## src/rtl/gol_pkg.sv

```systemverilog
// Shared types and address packing for the GOL cell-memory arbiter.
package gol_pkg;

    localparam int unsigned GOL_K = 6;

    typedef enum logic [1:0] {SRC_NONE, SRC_DSP, SRC_EDIT, SRC_UPD} arb_src_t;
    typedef enum logic [1:0] {ED_IDLE, ED_RD, ED_WAIT, ED_WR} edit_state_t;

    // Row-major cell address {R, C}; caller truncates to 2*k bits.
    function automatic logic [31:0] cell_addr(input logic [15:0] r, input logic [15:0] c,
                                              input int unsigned k);
        return (32'(r) << k) | 32'(c);
    endfunction

endpackage

```

## src/rtl/gol_edit_rmw.sv

```systemverilog
// Cursor edit sequencer: accepts a toggle in EDIT mode, then reads the cell and writes back its inverse.
module gol_edit_rmw
    import gol_pkg::*;
#(
    parameter int unsigned K = GOL_K
) (
    input  logic         clk,
    input  logic         rst,
    input  logic         run_mode_i,
    input  logic         toggle_i,
    input  logic [K-1:0] curs_r_i,
    input  logic [K-1:0] curs_c_i,
    input  logic         gnt_i,
    input  logic         rdata_i,
    output logic         ram_req_c_o,
    output logic         ram_we_c_o,
    output logic [K-1:0] addr_r_o,
    output logic [K-1:0] addr_c_o,
    output logic         wdata_o,
    output logic         busy_o,
    output logic         hold_c_o,
    output logic         done_c_o
);

    edit_state_t  state_q, state_d;
    logic         pending_q, pending_d;
    logic [K-1:0] addr_r_q, addr_r_d;
    logic [K-1:0] addr_c_q, addr_c_d;
    logic         wdata_q, wdata_d;

    always_ff @(posedge clk) begin
        if (rst) begin
            state_q   <= ED_IDLE;
            pending_q <= 1'b0;
            addr_r_q  <= '0;
            addr_c_q  <= '0;
            wdata_q   <= 1'b0;
        end else begin
            state_q   <= state_d;
            pending_q <= pending_d;
            addr_r_q  <= addr_r_d;
            addr_c_q  <= addr_c_d;
            wdata_q   <= wdata_d;
        end
    end

    always_comb begin
        state_d     = state_q;
        pending_d   = pending_q;
        addr_r_d    = addr_r_q;
        addr_c_d    = addr_c_q;
        wdata_d     = wdata_q;
        ram_req_c_o = 1'b0;
        ram_we_c_o  = 1'b0;
        hold_c_o    = 1'b0;
        done_c_o    = 1'b0;

        // Pending stays set for the whole RMW, so the latched cursor cannot move mid-edit.
        if (toggle_i && !run_mode_i && !pending_q) begin
            pending_d = 1'b1;
            addr_r_d  = curs_r_i;
            addr_c_d  = curs_c_i;
        end

        unique case (state_q)
            ED_IDLE: begin
                if (pending_q) state_d = ED_RD;
            end
            ED_RD: begin
                ram_req_c_o = 1'b1;
                if (gnt_i) state_d = ED_WAIT;
            end
            ED_WAIT: begin
                hold_c_o = 1'b1;
                wdata_d  = ~rdata_i;
                state_d  = ED_WR;
            end
            ED_WR: begin
                hold_c_o    = 1'b1;
                ram_req_c_o = 1'b1;
                ram_we_c_o  = 1'b1;
                if (gnt_i) begin
                    done_c_o  = 1'b1;
                    pending_d = 1'b0;
                    state_d   = ED_IDLE;
                end
            end
            default: state_d = ED_IDLE;
        endcase
    end

    assign addr_r_o = addr_r_q;
    assign addr_c_o = addr_c_q;
    assign wdata_o  = wdata_q;
    assign busy_o   = pending_q;

endmodule

```

## src/rtl/gol_cell_arbiter.sv

```systemverilog
// Single-port GOL cell RAM arbiter: display > edit RMW > update engine, with tagged read return.
// Define GOL_ARB_STALL_CNT_EN to add the saturating upd_stall_cnt output.
module gol_cell_arbiter
    import gol_pkg::*;
#(
    parameter int unsigned K = GOL_K
) (
    input  logic           clk,
    input  logic           rst,
    input  logic           run_mode,
    input  logic           dsp_read_en,
    input  logic [K-1:0]   dsp_addrR,
    input  logic [K-1:0]   dsp_addrC,
    output logic           dsp_valid,
    output logic           dsp_cell_state,
    input  logic           edit_toggle,
    input  logic [K-1:0]   curs_R,
    input  logic [K-1:0]   curs_C,
    output logic           edit_busy,
    output logic           edit_done,
    input  logic           upd_req,
    input  logic           upd_we,
    input  logic [K-1:0]   upd_addrR,
    input  logic [K-1:0]   upd_addrC,
    input  logic           upd_wdata,
    output logic           upd_gnt,
    output logic           upd_rvalid,
    output logic           upd_rdata,
`ifdef GOL_ARB_STALL_CNT_EN
    output logic [15:0]    upd_stall_cnt,
`endif
    output logic           mem_en,
    output logic           mem_we,
    output logic [2*K-1:0] mem_addr,
    output logic           mem_wdata,
    input  logic           mem_rdata
);

    localparam int unsigned AW = 2 * K;

    logic         dsp_gnt_c, ed_gnt_c;
    logic         ed_req_c, ed_we_c, ed_hold_c, ed_done_c;
    logic         ed_wdata, ed_busy;
    logic [K-1:0] ed_addr_r, ed_addr_c;
    arb_src_t     src_q, src_d;
    logic         dsp_data_q, upd_data_q;

    gol_edit_rmw #(.K(K)) u_edit (
        .clk         (clk),
        .rst         (rst),
        .run_mode_i  (run_mode),
        .toggle_i    (edit_toggle),
        .curs_r_i    (curs_R),
        .curs_c_i    (curs_C),
        .gnt_i       (ed_gnt_c),
        .rdata_i     (mem_rdata),
        .ram_req_c_o (ed_req_c),
        .ram_we_c_o  (ed_we_c),
        .addr_r_o    (ed_addr_r),
        .addr_c_o    (ed_addr_c),
        .wdata_o     (ed_wdata),
        .busy_o      (ed_busy),
        .hold_c_o    (ed_hold_c),
        .done_c_o    (ed_done_c)
    );

    // Grants are gated by rst so the RAM sees no access while reset is asserted.
    always_comb begin
        dsp_gnt_c = !rst && dsp_read_en;
        ed_gnt_c  = !rst && !dsp_read_en && ed_req_c;
        upd_gnt   = !rst && upd_req && !dsp_read_en && !ed_req_c && !ed_hold_c;
        mem_en    = 1'b0;
        mem_we    = 1'b0;
        mem_addr  = '0;
        mem_wdata = 1'b0;
        src_d     = SRC_NONE;
        if (dsp_gnt_c) begin
            mem_en   = 1'b1;
            mem_addr = AW'(cell_addr(16'(dsp_addrR), 16'(dsp_addrC), K));
            src_d    = SRC_DSP;
        end else if (ed_gnt_c) begin
            mem_en    = 1'b1;
            mem_we    = ed_we_c;
            mem_addr  = AW'(cell_addr(16'(ed_addr_r), 16'(ed_addr_c), K));
            mem_wdata = ed_wdata;
            src_d     = ed_we_c ? SRC_NONE : SRC_EDIT;
        end else if (upd_gnt) begin
            mem_en    = 1'b1;
            mem_we    = upd_we;
            mem_addr  = AW'(cell_addr(16'(upd_addrR), 16'(upd_addrC), K));
            mem_wdata = upd_wdata;
            src_d     = upd_we ? SRC_NONE : SRC_UPD;
        end
    end

    // Source tag steers next-cycle read data; per-requester copies hold the last returned value.
    always_ff @(posedge clk) begin
        if (rst) begin
            src_q      <= SRC_NONE;
            dsp_data_q <= 1'b0;
            upd_data_q <= 1'b0;
        end else begin
            src_q <= src_d;
            if (src_q == SRC_DSP) dsp_data_q <= mem_rdata;
            if (src_q == SRC_UPD) upd_data_q <= mem_rdata;
        end
    end

    assign dsp_valid      = (src_q == SRC_DSP);
    assign dsp_cell_state = dsp_valid ? mem_rdata : dsp_data_q;
    assign upd_rvalid     = (src_q == SRC_UPD);
    assign upd_rdata      = upd_rvalid ? mem_rdata : upd_data_q;
    assign edit_busy      = ed_busy;
    assign edit_done      = ed_done_c;

`ifdef GOL_ARB_STALL_CNT_EN
    logic [15:0] stall_cnt_q;

    always_ff @(posedge clk) begin
        if (rst) begin
            stall_cnt_q <= '0;
        end else if (upd_req && !upd_gnt && (stall_cnt_q != 16'hFFFF)) begin
            stall_cnt_q <= stall_cnt_q + 16'd1;
        end
    end

    assign upd_stall_cnt = stall_cnt_q;
`endif

endmodule

```

## config.mk

```make
export PLATFORM = sky130hd
export DESIGN_NAME = gol_cell_arbiter
export DESIGN_NICKNAME = d
export VERILOG_FILES = /design/src/rtl/gol_pkg.sv /design/src/rtl/gol_edit_rmw.sv /design/src/rtl/gol_cell_arbiter.sv
export SDC_FILE = /design/constraint.sdc
export NUM_CORES = 1
export LEC_CHECK = 0
export CORE_UTILIZATION = 35
export CTS_BUF_LIST = sky130_fd_sc_hd__clkbuf_8
export DETAILED_ROUTE_END_ITERATION = 10
export GPL_TIMING_DRIVEN = 0
export PLACE_DENSITY = 0.77
export SYNTH_ARGS = -nofsm -noshare
export SYNTH_HDL_FRONTEND = slang
export SYNTH_HIERARCHICAL = 1
export SYNTH_SLANG_ARGS = --single-unit
```

## constraint.sdc

```tcl
create_clock -name clk -period 2.1 [get_ports clk]
set_input_delay 0.42 -clock clk [delete_from_list [all_inputs] [get_ports clk]]
set_output_delay 0.42 -clock clk [all_outputs]
set_load 0.02 [all_outputs]
```

==> impl_metrics.csv <==
group,metric,value,unit
sta,fmax,400.1,MHz
critical_path,rrSetupSlack,0.03,ns
pwr,p_seq_share,27.9,%
yosys,yosys.area_share.adder,5.155,%
global_routing,grt_pass1_vias,1414,
yosys,synth-seq-cells,20,
yosys,synth_top_family_by_area,"simple AND/OR/NAND/NOR gates",
clock_network,cts_sinks,20,
cells_and_area,final_util,69.74,%
critical_path,worstSetupPathType,"reg2out",
critical_path,endpoint_kind,"output port",
placed_design,place_inst,249,
yosys,syn_inst,137,
placed_design,placed_cell_area,1982,um^2
critical_path,worst_path_max_delay_cell,"dfxtp_4",
critical_path,slowest_delay,0.40,ns
worst_hold_path,min_path_type,"reg2reg",
clock_network,cts_max_level,1,
status,violations,"negative setup slack",
sta,rsz0062_at_grt,"true",
global_routing,grt_first_pass_wirelength,6251,um
cells_and_area,drive_above_1_share,36.96,%
pwr,power_frac_comb,50.0,%
sta,min_period_over_period,119.0,%
drt,drc_errors,0,
job,max-cap-violations,0,
status,status,"complete, but fails checks",
pwr,p_leak,0.9902,nW
clock_network,cts_root_buf,"clkbuf_8",
placed_design,pre_cts_ws,-0.8462,ns
die,initial_utilization,36.37,%
sta,fin_ws,-0.3996,ns
cells_and_area,final_common_cell,"clkdlybuf4s50_1",
drt,via_count,1416,
pwr,p_total,1.716,mW
clock_network,cts_tree,"built",
yosys,syn_nets,187,
global_routing,grt_max_degree,13,
die,chipWidth,60.89,um
sta,finalHoldViolCount,0,
drt,drt-vias-per-instance,5.130,
yosys,synth.cell_area,1214,um^2
critical_path,reg2reg_depth,9,
die,rows,21,
sta,period_needed,2.500,ns
critical_path,rr_endpoint,"u_edit/state_q[0]$_SDFFE_PP0P_",
pwr,p_per_area,737.2,nW/um^2
sta,holdWs,0.5006,ns
placed_design,place_hpwl,2890,um
sta,setup_viol,17,
global_routing,grt_usage,23.08,%
clock_network,cts_buffers,3,
sta,finClkSkew,0.005296,ns
worst_hold_path,hold_depth,2,
placed_design,gp_congestion,0.7137,
cells_and_area,final_cells,276,
critical_path,worst-path-buf-inv,3,
die,boundaryPins,67,
critical_path,reg2reg_from,"u_edit/state_q[0]$_SDFFE_PP0P_",
clock_network,cts.path.max_buffers,2,
critical_path,cp_cell_sequence,"inv_4 -> ha_4 -> or2_4 -> nor4b_4 -> buf_4 -> a32oi_2 -> a21oi_2 -> buf_6",
cells_and_area,syn2layout_area_growth,91.75,%
critical_path,critical_path_arrival,2.08,ns
drt,wire_per_inst,16.48,um
yosys,ys_warn_count,6,
cells_and_area,fin_area,2327,um^2
clock_network,ctsHoldBuffers,0,
pwr,switching_share,34.93,%
pwr,clkPwrFrac,22.1,%
sta,max_slew.worst_pin.slew,0.4292,ns
pwr,p_switching,599.3,uW
critical_path,critPathLaunchType,"flip-flop",
drt,wl,4548,um
global_routing,antenna_found_initial,0,
worst_hold_path,hold_end,"u_edit/wdata_o$_SDFFE_PP0P_",
drt,drt_iter0_markers,57,
yosys,synth_cell_types,26,
die,dieArea,3707,um^2
yosys,avgSynthCellArea,8.859,um^2
yosys,synth_xor_xnor_area_share,0,%
yosys,muxShareOfSynthArea,13.40,%
cells_and_area,n_antenna_cell,0,
cells_and_area,nNetsFinal,281,
drt,dr.pass1.iters,4,
die,core-area,3337,um^2
die,dieHeight,60.89,um
drt,ant_nets,0,
sta,slew-limit-headroom,71.39,%
sta,fin_tns_setup,-5.357,ns
critical_path,cp_max_fo,5,
placed_design,io_buffers,66,
global_routing,overflow,0,
yosys,yosys.area_share.simple,19.90,%
cells_and_area,layout_common_cells,"clkdlybuf4s50_1 (45), nor2_1 (30), buf_4 (29)",
sta,drv_slew,0,
yosys,yosysSeqAreaShare,32.99,%
yosys,synth_compound_area_share,18.66,%
worst_hold_path,min-delay-start,"u_edit/wdata_o$_SDFFE_PP0P_",
clock_network,clock_latency,0.26,ns
critical_path,cp.required,1.68,ns
critical_path,critPathTopFamily,"simple AND/OR/NAND/NOR gates",
pwr,p_int,1.116,mW
clock_network,clk_pin_slew,0.08,ns
pwr,ir_drop,0.3712,mV
## power by group through the flow
stage | clock network [mW] | logic (mW) | registers (mW)
finish | 0.380 | 0.857 | 0.478
CTS | 0.383 | 0.704 | 0.472
detailed placement | 0 | 0.617 | 0.463
floorplan | 0 | 0.377 | 0.455
global route | 0.403 | 0.897 | 0.484
global placement | 0 | 0.587 | 0.459
## worst reg2reg max path: stages, from the launching register on
cell	delay, ns
dfxtp_4	0.40
buf_6	0.12
ha_4	0.12
nor2_1	0.04
inv_1	0.12
nor3b_4	0.33
buf_4	0.22
o21bai_1	0.21
a21oi_1	0.15
a311oi_1	0.28
## registers in the layout, summed over array words and instances, names as in the netlist
name             count
u_edit/addr_c_o      6
u_edit/addr_r_o      6
src_q                2
u_edit/state_q       2
dsp_data_q           1
u_edit/busy_o        1
u_edit/wdata_o       1
upd_data_q           1
## layout make-up
cell class	instances	area (um^2)
clock inverter	1	30.03
buffer	8	78.83
sequential	20	407.9
inverter	8	35.03
clock buffer	3	41.29
timing repair buffer	90	825.8
fill	245	1010
multi-input combinational	100	850.8
tap	46	57.56
## logic make-up after synthesis
family	count (synthesis)
buffers and inverters	17
adder cells (fa/ha/maj)	5
multiplexers	16
AND/OR/NAND/NOR	46
AO/OA/AOI/OAI	33
flip-flops	20
## Yosys cell counts (all sizes together)
| master | count | area (um^2) |
|---|---|---|
| nor3 | 1 | 5.000 |
| nor3b | 2 | 31.28 |
| nand2b | 2 | 12.51 |
| nor2b | 4 | 25.02 |
| a41o | 1 | 10.01 |
| a21oi | 14 | 70.07 |
| a32oi | 12 | 105.1 |
| mux2i | 14 | 140.1 |
| inv | 8 | 30.03 |
| o21bai | 1 | 7.510 |
| clkbuf | 2 | 7.510 |
| nor4b | 1 | 23.77 |
| dfxtp | 20 | 400.4 |
| a211oi | 2 | 15.01 |
| or2 | 1 | 6.260 |
| nand2 | 3 | 11.26 |
| nor2 | 30 | 112.6 |
| and2b | 1 | 7.510 |
| o21ai | 2 | 10.01 |
| mux2 | 2 | 22.52 |
| a311oi | 1 | 8.760 |
| ha | 5 | 62.56 |
| buf | 7 | 82.57 |
| and2 | 1 | 6.260 |
## worst max path at each step
stage                                               from  depth (start not counted)          end
after floorplan           u_edit/state_q[0]$_SDFFE_PP0P_                          7  mem_addr[7]
after global placement                               rst                          6  mem_addr[3]
after detailed placement                             rst                          6  mem_addr[3]
after CTS                 u_edit/state_q[0]$_SDFFE_PP0P_                          8  mem_addr[4]
after global routing      u_edit/state_q[0]$_SDFFE_PP0P_                          8  mem_addr[4]
final                     u_edit/state_q[0]$_SDFFE_PP0P_                          8  mem_addr[5]
## repair_timing
action                     4_1_cts  5_1_grt
hold endpoints to repair         0        0
gates cloned                     2        0
setup buffers                   11       11
gates resized for setup        109       15
setup endpoints to repair       21       19
pin swaps                       20        7
## metal layers
metal / part of all wire [%] / up-vias / global-route usage (%)
li1: - / 672 / -
met1: 39 / 675 / 24.97
met4: 3.1 / 0 / 9.416
met5: 0 / - / 0
met2: 53 / 55 / 43.17
met3: 4.8 / 14 / 5.117
Power figures use the tool's default switching activity.
